`src/rtl/xor_chan_pkg.sv`:
```
// Shared types and default sizing for the per-channel XOR / accumulate array.
// Optional accumulate feature is enabled by defining XOR_CHAN_ARRAY_ACC_EN.
package xor_chan_pkg;

    typedef enum logic {
        XOR_MODE = 1'b0,
        ACC_MODE = 1'b1
    } mode_e;

    localparam int DEF_WIDTH    = 8;
    localparam int DEF_CHANNELS = 2;
    localparam int DEF_DEPTH    = 2;

    // Pointer width that still gives one bit when DEPTH is 1.
    function automatic int ptr_bits(input int depth);
        return (depth > 1) ? $clog2(depth) : 1;
    endfunction

endpackage

```
`src/rtl/xor_chan.sv`:
```
// One channel: XOR / accumulate datapath feeding a DEPTH-entry output FIFO.
// Accumulator exists only when XOR_CHAN_ARRAY_ACC_EN is defined.
module xor_chan
    import xor_chan_pkg::*;
#(
    parameter int WIDTH = DEF_WIDTH,
    parameter int DEPTH = DEF_DEPTH
) (
    input  logic             clk,
    input  logic             rst_n,
    input  logic             in_valid,
    output logic             in_ready,
    input  logic [WIDTH-1:0] a,
    input  logic [WIDTH-1:0] b,
    input  logic             mode,
    input  logic             acc_clr,
    output logic             out_valid,
    input  logic             out_ready,
    output logic [WIDTH-1:0] c
);

    localparam int CW = $clog2(DEPTH + 1);
    localparam int PW = ptr_bits(DEPTH);
    localparam logic [PW-1:0] LAST_PTR = PW'(DEPTH - 1);
    localparam logic [CW-1:0] FULL_CNT = CW'(DEPTH);

    logic [WIDTH-1:0] r_mem [DEPTH];
    logic [PW-1:0]    r_wptr;
    logic [PW-1:0]    r_rptr;
    logic [CW-1:0]    r_cnt;
    logic             r_in_ready;
    logic             r_out_valid;
    logic             w_push;
    logic             w_pop;
    logic [CW-1:0]    w_cnt_nxt;
    logic [WIDTH-1:0] w_result;

    // Explicit wrap keeps non power-of-two depths in range.
    function automatic logic [PW-1:0] ptr_inc(input logic [PW-1:0] p);
        return (p == LAST_PTR) ? {PW{1'b0}} : p + PW'(1);
    endfunction

    assign w_push    = in_valid & r_in_ready;
    assign w_pop     = r_out_valid & out_ready;
    assign in_ready  = r_in_ready;
    assign out_valid = r_out_valid;
    assign c         = r_mem[r_rptr];

`ifdef XOR_CHAN_ARRAY_ACC_EN
    logic [WIDTH-1:0] r_acc;
    logic             w_acc_mode;
    logic [WIDTH-1:0] w_acc_base;

    assign w_acc_mode = (mode_e'(mode) == ACC_MODE);

    // Clear takes effect before the accumulate of the same cycle.
    always_comb begin
        w_acc_base = acc_clr ? {WIDTH{1'b0}} : r_acc;
        if (w_acc_mode) begin
            w_result = w_acc_base ^ a ^ b;
        end else begin
            w_result = a ^ b;
        end
    end

    // Accumulator register: loads on a mode-1 accept, otherwise clears or holds.
    always_ff @(posedge clk) begin
        if (!rst_n) begin
            r_acc <= {WIDTH{1'b0}};
        end else if (w_push && w_acc_mode) begin
            r_acc <= w_result;
        end else if (acc_clr) begin
            r_acc <= {WIDTH{1'b0}};
        end else begin
            r_acc <= r_acc;
        end
    end
`else
    logic w_unused;
    assign w_unused = mode ^ acc_clr;
    assign w_result = a ^ b;
`endif

    // Next occupancy from push/pop; both together leave it unchanged.
    always_comb begin
        w_cnt_nxt = r_cnt;
        case ({w_push, w_pop})
            2'b10:   w_cnt_nxt = r_cnt + CW'(1);
            2'b01:   w_cnt_nxt = r_cnt - CW'(1);
            default: w_cnt_nxt = r_cnt;
        endcase
    end

    // FIFO storage write.
    always_ff @(posedge clk) begin
        if (rst_n && w_push) begin
            r_mem[r_wptr] <= w_result;
        end
    end

    // Pointers, count and the registered handshake flags.
    always_ff @(posedge clk) begin
        if (!rst_n) begin
            r_wptr      <= {PW{1'b0}};
            r_rptr      <= {PW{1'b0}};
            r_cnt       <= {CW{1'b0}};
            r_in_ready  <= 1'b1;
            r_out_valid <= 1'b0;
        end else begin
            if (w_push) begin
                r_wptr <= ptr_inc(r_wptr);
            end
            if (w_pop) begin
                r_rptr <= ptr_inc(r_rptr);
            end
            r_cnt       <= w_cnt_nxt;
            r_in_ready  <= (w_cnt_nxt < FULL_CNT);
            r_out_valid <= (w_cnt_nxt != {CW{1'b0}});
        end
    end

endmodule

```
`src/rtl/xor_chan_array.sv`:
```
// CHANNELS independent xor_chan instances on packed buses.
// Accumulate mode is built in only when XOR_CHAN_ARRAY_ACC_EN is defined.
module xor_chan_array
    import xor_chan_pkg::*;
#(
    parameter int WIDTH    = DEF_WIDTH,
    parameter int CHANNELS = DEF_CHANNELS,
    parameter int DEPTH    = DEF_DEPTH
) (
    input  logic                      clk,
    input  logic                      rst_n,
    input  logic [CHANNELS-1:0]       in_valid,
    output logic [CHANNELS-1:0]       in_ready,
    input  logic [CHANNELS*WIDTH-1:0] a,
    input  logic [CHANNELS*WIDTH-1:0] b,
    input  logic [CHANNELS-1:0]       mode,
    input  logic [CHANNELS-1:0]       acc_clr,
    output logic [CHANNELS-1:0]       out_valid,
    input  logic [CHANNELS-1:0]       out_ready,
    output logic [CHANNELS*WIDTH-1:0] c
);

    for (genvar k = 0; k < CHANNELS; k++) begin : g_chan
        xor_chan #(
            .WIDTH (WIDTH),
            .DEPTH (DEPTH)
        ) u_chan (
            .clk       (clk),
            .rst_n     (rst_n),
            .in_valid  (in_valid[k]),
            .in_ready  (in_ready[k]),
            .a         (a[k*WIDTH +: WIDTH]),
            .b         (b[k*WIDTH +: WIDTH]),
            .mode      (mode[k]),
            .acc_clr   (acc_clr[k]),
            .out_valid (out_valid[k]),
            .out_ready (out_ready[k]),
            .c         (c[k*WIDTH +: WIDTH])
        );
    end

endmodule
```
`config.mk`:
```
export PLATFORM = sky130hd
export DESIGN_NAME = xor_chan_array
export DESIGN_NICKNAME = d
export VERILOG_FILES = /design/src/rtl/xor_chan_pkg.sv /design/src/rtl/xor_chan.sv /design/src/rtl/xor_chan_array.sv
export SDC_FILE = /design/constraint.sdc
export NUM_CORES = 1
export LEC_CHECK = 0
export CORE_MARGIN = 1.5
export CORE_UTILIZATION = 59
export CTS_CLUSTER_DIAMETER = 120
export CTS_CLUSTER_SIZE = 40
export DETAILED_ROUTE_END_ITERATION = 16
export DONT_BUFFER_PORTS = 1
export PLACE_DENSITY = 0.75
export SKIP_LAST_GASP = 1
export SYNTH_ARGS = -nofsm -noshare
export SYNTH_HDL_FRONTEND = slang
export SYNTH_SLANG_ARGS = --single-unit
```
`constraint.sdc`:
```
create_clock -name clk -period 2.8 [get_ports clk]
set_input_delay 0.14 -clock clk [delete_from_list [all_inputs] [get_ports clk]]
set_output_delay 0.14 -clock clk [all_outputs]
set_load 0.02 [all_outputs]
```
==> qor.csv, run 1 <==
stage;metric;value;unit
logic_synthesis;dominant cells by area after synthesis;edfxtp_1 (49%), dfxtp_1 (14%), mux2_2 (9.3%);
pwr;combinational share of power;0.266;
setup_path;worst-path maximum fanout;4;
cells_and_area;fin area;0.00233;sq mm
logic_synthesis;Post-Syn Instances;131;
clocking;Max H-tree Level;2;
logic_synthesis;sequential area share after synthesis;0.639;
sta;final hold violations;0;
pwr;worst vdd rail ir drop;0.557;mV
sta;Final min period;1.64;ns
cells_and_area;FF+latch area;0.00124;sq mm
job;maximum capacitance violations;0;
clocking;Root Buffer;clkbuf_4;
clocking;postcts setup bufs;0;
floorplanning;# rows;20;
logic_synthesis;Synth area leader;edfxtp_1;
place;hpwl dp;1920;microns
sta;setup TNS;0;ns
logic_synthesis;Synth top area share;0.495;
grt;initial antenna violation count;0;
floorplanning;Die Span Y;60.4;microns
cells_and_area;Non-Filler Instances;207;
min_path;HP Start;b[10];
drt;Routed Antenna Nets;0;
setup_path;origin of the worst setup path;g_chan[0].u_chan.in_ready;
sta;Worst Hold Margin;0.0156;ns
clocking;post-CTS sizing;0;
cells_and_area;area of the multi-input gates;651;sq um
cells_and_area;# diodes;0;
grt;pin count of the biggest net entering global routing;14;
sta;Slew @ Worst Pin;0.420;ns
outcome;status;complete, no violations;
drt;Via density;5.14;
place;Post-DP Area;0.00197;sq mm
drt;drt drc;0;
setup_path;Reg-to-Reg Start;g_chan[0].u_chan.in_ready;
clocking;CTS Sinks;46;
drt;Starting DRT DRC Count;39;
grt;Overflow after GRT;0;
clocking;clock buffer depth;2;
place;IO buf count;0;
floorplanning;Core Box Area;0.00310;sq mm
drt;via count;1065;
setup_path;Worst Setup End Kind;register;
pwr;Clock power frac;0.204;
grt;Tot GR Track Use;0.171;
pwr;power per standard cell area;799;mW/mm^2
cells_and_area;P&R area growth vs syn;20.2;%
logic_synthesis;post-synthesis register bit count;46;
setup_path;Worst EP arrival;1.89;ns
pwr;P_int;1.30;mW
cells_and_area;Filler cells;216;
sta;final clock skew;0.0105;ns
drt;Pre-Repair DR Iteration Count;4;
floorplanning;Die Span X;60.4;microns
floorplanning;Initial Util;0.626;
logic_synthesis;Netlist cell types;20;
clocking;CTS tree;done;
sta;Achievable Freq;611;MHz
clocking;CTS buffer count;5;
cells_and_area;Final #Nets;206;
clocking;clk slew on worst S/H paths;0.12;ns
drt;DR WL/cell;15.6;microns
drt;Total Wirelength;3230;microns
grt;vias in the first global route;1045;
floorplanning;I/O pins;62;
pwr;Psw;0.562;mW
place;placed cell count;170;
logic_synthesis;syn_area_per_cell;14.8;sq um
sta;final max-slew violation count;0;
cells_and_area;fraction of layout cells with a size suffix above 1;0.160;
sta;Tcrit/Tclk final;0.584;
pwr;Static Leak;0.829;nW
min_path;Hold WC Path Type;in -> reg;
sta;RSZ-0062 raised after global routing;false;
logic_synthesis;synthesized cell area;0.00194;sq mm
clocking;Worst-Skew Late Latency;0.35;ns
setup_path;crit start category;register;
setup_path;critical path class;reg -> reg;
logic_synthesis;synth warn;0;
clocking;CTS Hold Bufs;20;
pwr;switch share;0.301;
place;RD Place Congestion;0.655;
setup_path;Worst EP required;3.05;ns
sta;Final setup viols;0;
pwr;sequential power share;0.529;
grt;first-pass GRT wire length;4370;microns
sta;Slew HR;0.720;
floorplanning;Die Area;0.00365;sq mm
logic_synthesis;syn_nets;175;
-- sequential cells by signal, indices dropped and copies added, names as in the netlist, named ones only --
name / count
g_chan.u_chan.r_rptr: 2
g_chan.u_chan.r_cnt: 4
g_chan.u_chan.r_wptr: 2
g_chan.u_chan.out_valid: 2
g_chan.u_chan.in_ready: 2
g_chan.u_chan.r_mem: 32
-- synthesized netlist by cell type, drive strengths merged --
library cell  instances
and2                  8
and4                  2
buf                   6
clkbuf                1
dfxtp                14
edfxtp               32
ha                    2
inv                   2
mux2                 18
mux2i                 2
nand2                 4
nor2                  4
nor2b                 6
nor3b                 2
o311a                 2
xnor2                10
xor2                 16
-- placed cells by master (no fill, tap or decap), drive strengths merged --
master	count
nand2	4
nor2	4
and4	2
xor2	16
mux2i	2
ha	2
edfxtp	32
inv	2
clkbuf	7
mux2	18
nor3b	2
dlygate4sd3	29
buf	2
and2	8
nor2b	6
dfxtp	14
o311a	2
bufinv	1
xnor2	10
-- power by group through the flow --
| stage | registers (mW) | logic [mW] | clock network, mW |
|---|---|---|---|
| 2_1_floorplan | 0.932 | 0.481 | 0 |
| 3_5_place_dp | 1.00 | 0.447 | 0 |
| 6_report | 0.987 | 0.496 | 0.381 |
| 4_1_cts | 0.988 | 0.484 | 0.391 |
| 5_1_grt | 1.00 | 0.535 | 0.413 |
| 3_3_place_gp | 0.996 | 0.432 | 0 |
-- area by class of cell --
cell class | instances | area share
sequential | 46 | 0.532
multi-input combinational | 76 | 0.279
timing repair buffer | 31 | 0.131
tap | 44 | 0.0236
clock buffer | 7 | 0.0193
clock inverter | 1 | 0.0129
inverter | 2 | 0.00322
-- final timing paths --
path / endpoint / slack [ns] / cells past startpoint
worst min-delay path: g_chan[1].u_chan.r_mem[0][2] / 0.02 / 1
worst max register to register: g_chan[0].u_chan.r_cnt[1] / 1.16 / 4
worst min register to register: register / 0.55 / 2
worst max-delay path: g_chan[0].u_chan.r_cnt[1] / 1.16 / 4
-- logic make-up (layout without fill, tap and decap cells) --
kind of cell | Yosys count | after routing | share of synthesized area
AO/OA/AOI/OAI | 2 | 2 | 0.0103
XOR/XNOR | 26 | 26 | 0.117
adder cells (fa/ha/maj) | 2 | 2 | 0.0129
buffers and inverters | 9 | 41 | 0.0264
flip-flops | 46 | 46 | 0.639
multiplexers | 20 | 20 | 0.115
AND/OR/NAND/NOR | 26 | 26 | 0.0798
-- worst max-delay path: stages, from the launching register on --
cell and delay (ns):
dfxtp_1 0.49, nand2_1 0.17, ha_1 0.37, nor2_2 0.18
mux2_1 0.32
-- per-stage QoR --
step	worst slack, ns	util	power [mW]
floorplan	1.30	-	1.41
global placement	1.22	0.635	1.43
detailed placement	1.17	0.635	1.45
CTS	1.16	0.723	1.86
global route	1.08	0.752	1.95
finish	1.16	0.752	1.86
-- metal layers --
metal	up-vias	track usage	wire, microns
li1	517	-	-
met4	0	0.0603	33
met5	-	0	0
met3	4	0.0746	184
met1	513	0.176	1230
met2	31	0.307	1780
Power figures use the tool's default switching activity.
==> run 2, diff against run 1 <==
--- a/config.mk
+++ b/config.mk
@@ -6,12 +6,12 @@
 export NUM_CORES = 1
 export LEC_CHECK = 0
 export CORE_MARGIN = 1.5
-export CORE_UTILIZATION = 59
+export CORE_UTILIZATION = 55
 export CTS_CLUSTER_DIAMETER = 120
 export CTS_CLUSTER_SIZE = 40
 export DETAILED_ROUTE_END_ITERATION = 16
 export DONT_BUFFER_PORTS = 1
-export PLACE_DENSITY = 0.75
+export PLACE_DENSITY = 0.73
 export SKIP_LAST_GASP = 1
 export SYNTH_ARGS = -nofsm -noshare
 export SYNTH_HDL_FRONTEND = slang
==> constraint.sdc (replaced) <==
create_clock -name clk -period 1.5 [get_ports clk]
set_input_delay 0.075 -clock clk [delete_from_list [all_inputs] [get_ports clk]]
set_output_delay 0.075 -clock clk [all_outputs]
set_load 0.02 [all_outputs]
==> run 2 against run 1 <==
  * Power increased by 94%
  * Utilization decreased by 3.0 points
  * Cell area increased by 4.1%
  * Critical endpoint is now c[6]
  * Non-clock buffer count increased by 9
  * Cell count increased by 5.3%
==> qor.csv, run 2 (synthesis results as in run 1) <==
stage;metric;value;unit;change
floorplanning;Initial Util;0.578;;was 0.626
drt;Via density;5.08;;was 5.14
cells_and_area;FF+latch area;0.00124;sq mm;about the same
job;maximum capacitance violations;0;;unchanged
sta;final hold violations;0;;unchanged
setup_path;Worst EP required;1.42;ns;was 3.05 ns
cells_and_area;Final #Nets;215;;was 206
drt;Pre-Repair DR Iteration Count;4;;unchanged
place;Post-DP Area;0.00200;sq mm;was 0.00197 sq mm
pwr;combinational share of power;0.312;;was 0.266
sta;Slew HR;0.746;;was 0.720
setup_path;worst-path maximum fanout;8;;was 4
pwr;switch share;0.299;;was 0.301
grt;Tot GR Track Use;0.189;;was 0.171
floorplanning;# rows;21;;was 20
sta;Slew @ Worst Pin;0.379;ns;was 0.420 ns
sta;RSZ-0062 raised after global routing;false;;unchanged
setup_path;critical path class;reg -> out;;was reg -> reg
place;IO buf count;0;;unchanged
setup_path;crit start category;register;;unchanged
drt;Routed Antenna Nets;0;;unchanged
cells_and_area;most frequent cells in the layout;dlygate4sd3_1 (33), edfxtp_1 (32), mux2_2 (16), xor2_1 (16), dfxtp_1 (13);;was edfxtp_1 (32), dlygate4sd3_1 (29), mux2_2 (16), xor2_1 (16), dfxtp_1 (14)
setup_path;crit path cell chain;mux2_2;;was nand2_1, ha_1, nor2_2, mux2_1
cells_and_area;Most flops, register;g_chan.u_chan.r_mem;;unchanged
setup_path;R2R Setup Slk;0.10;ns;was 1.16 ns
cells_and_area;fin area;0.00243;sq mm;was 0.00233 sq mm
grt;pin count of the biggest net entering global routing;15;;was 14
pwr;P_int;2.54;mW;was 1.30 mW
sta;Tcrit/Tclk final;0.958;;
setup_path;slowest stage cell, crit path;dfxtp_1;;unchanged
clocking;CTS Sinks;46;;unchanged
pwr;Clock power frac;0.197;;was 0.204
clocking;Worst-Skew Late Latency;0.35;ns;about the same
clocking;clk slew on worst S/H paths;0.12;ns;about the same
outcome;status;complete, no violations;;unchanged
min_path;hold path endpoint;g_chan[0].u_chan.r_wptr;;was g_chan[1].u_chan.r_mem[0][2]
sta;Achievable Freq;696;MHz;
clocking;Max H-tree Level;2;;unchanged
setup_path;Worst EP arrival;1.36;ns;was 1.89 ns
setup_path;reg2reg path depth;5;;was 4
floorplanning;I/O pins;62;;unchanged
floorplanning;Core Box Area;0.00336;sq mm;was 0.00310 sq mm
drt;DR WL met2;1910;microns;was 1780 microns
pwr;power per standard cell area;1490;mW/mm^2;was 799 mW/mm^2
setup_path;critical register-to-register path endpoint;g_chan[0].u_chan.r_cnt[1];;unchanged
sta;final clock skew;0.0102;ns;was 0.0105 ns
drt;DR WL/cell;15.5;microns;was 15.6 microns
cells_and_area;commonest non-fill, non-tap cell in the layout;dlygate4sd3_1;;was edfxtp_1
clocking;CTS buffer count;5;;unchanged
clocking;Root Buffer;clkbuf_4;;unchanged
min_path;Hold WC Path Type;in -> reg;;unchanged
cells_and_area;fraction of layout cells with a size suffix above 1;0.198;;was 0.160
pwr;Static Leak;0.867;nW;was 0.829 nW
drt;drt drc;0;;unchanged
pwr;worst vdd rail ir drop;1.06;mV;was 0.557 mV
setup_path;crit path buf inv count;0;;unchanged
floorplanning;Die Span X;62.4;microns;was 60.4 microns
place;hpwl dp;1950;microns;was 1920 microns
cells_and_area;Filler cells;266;;was 216
drt;via count;1107;;was 1065
sta;Final min period;1.44;ns;
setup_path;Worst Setup End Kind;primary output;;was register
place;RD Place Congestion;0.677;;was 0.655
setup_path;Crit path max-delay family;flip-flops;;unchanged
drt;Total Wirelength;3380;microns;was 3230 microns
cells_and_area;# diodes;0;;unchanged
sta;Final setup viols;0;;unchanged
drt;Starting DRT DRC Count;23;;was 39
floorplanning;Die Area;0.00390;sq mm;was 0.00365 sq mm
grt;vias in the first global route;1186;;was 1045
cells_and_area;max reg flops;32;;unchanged
drt;metal3 WL;186;microns;was 184 microns
cells_and_area;utilization after layout;0.723;;was 0.752
cells_and_area;area of the multi-input gates;666;sq um;was 651 sq um
min_path;HP Start;in_valid[0];;was b[10]
clocking;CTS tree;done;;unchanged
cells_and_area;P&R area growth vs syn;25.1;%;was 20.2%
grt;first-pass GRT wire length;5510;microns;was 4370 microns
min_path;hold path depth;3;;was 1
sta;setup TNS;0;ns;unchanged
grt;initial antenna violation count;0;;unchanged
clocking;clock buffer depth;2;;unchanged
grt;Overflow after GRT;0;;unchanged
sta;final max-slew violation count;0;;unchanged
cells_and_area;biggest regs;g_chan.u_chan.r_mem x32, g_chan.u_chan.r_cnt x4;;unchanged
setup_path;Reg-to-Reg Start;g_chan[0].u_chan.out_valid;;was g_chan[0].u_chan.in_ready
pwr;sequential power share;0.492;;was 0.529
sta;Worst Hold Margin;0.0767;ns;was 0.0156 ns
drt;Met1 Wirelength;1240;microns;was 1230 microns
pwr;Psw;1.08;mW;was 0.562 mW
floorplanning;Die Span Y;62.4;microns;was 60.4 microns
setup_path;Crit path largest cell delay;0.56;ns;was 0.49 ns
drt;Top Layer Used;met4;;unchanged
run 2: cell type report:
type,instances,area share
well taps,46,0.0237
inverters,2,0.00309
multi-input cells,76,0.274
clock buffers,7,0.0185
repair buffers,40,0.157
clock inverters,1,0.0124
flip-flops and latches,46,0.511
run 2: per-stage QoR:
stage | power [mW] | worst slack, ns | std cells
final | 3.62 | 0.0637 | 218
after global routing | 3.83 | 0.0116 | 218
after CTS | 3.59 | 0.00841 | 217
after detailed placement | 2.78 | 0.0485 | 176
after global placement | 2.73 | 0.0733 | 176
after floorplan | 2.64 | 0.00246 | 131
run 2: layer usage:
metal | vias to the layer above | track usage
li1 | 535 | -
met2 | 32 | 0.339
met5 | - | 0
met1 | 536 | 0.200
met3 | 4 | 0.0685
met4 | 0 | 0.0778
run 2: timing repair:
item                                    CTS  global route
endpoints found under the hold margin    46             0
resized for setup                         0             3
buffers inserted                          0             1
endpoints found under the setup margin    0            10
hold buffers                             33             0
run 2: power groups by stage:
stage,registers (mW),logic [mW],clock network [mW]
6_report,1.78,1.13,0.712
5_1_grt,1.82,1.23,0.783
4_1_cts,1.78,1.09,0.728
3_5_place_dp,1.80,0.976,0
3_3_place_gp,1.79,0.942,0
2_1_floorplan,1.74,0.897,0
run 2: worst max path at each step:
stage | startpoint | to | slack, ns | depth (start not counted)
2_1_floorplan | g_chan[0].u_chan.in_ready | g_chan[0].u_chan.r_mem[0][0] | 0.002 | 2
4_1_cts | g_chan[1].u_chan.out_valid | g_chan[1].u_chan.r_cnt[1] | 0.008 | 4
3_5_place_dp | g_chan[1].u_chan.out_valid | g_chan[1].u_chan.r_cnt[1] | 0.05 | 4
5_1_grt | register | c[1] | 0.01 | 1
6_report | register | c[6] | 0.06 | 1
3_3_place_gp | g_chan[1].u_chan.out_valid | g_chan[1].u_chan.r_cnt[1] | 0.07 | 4
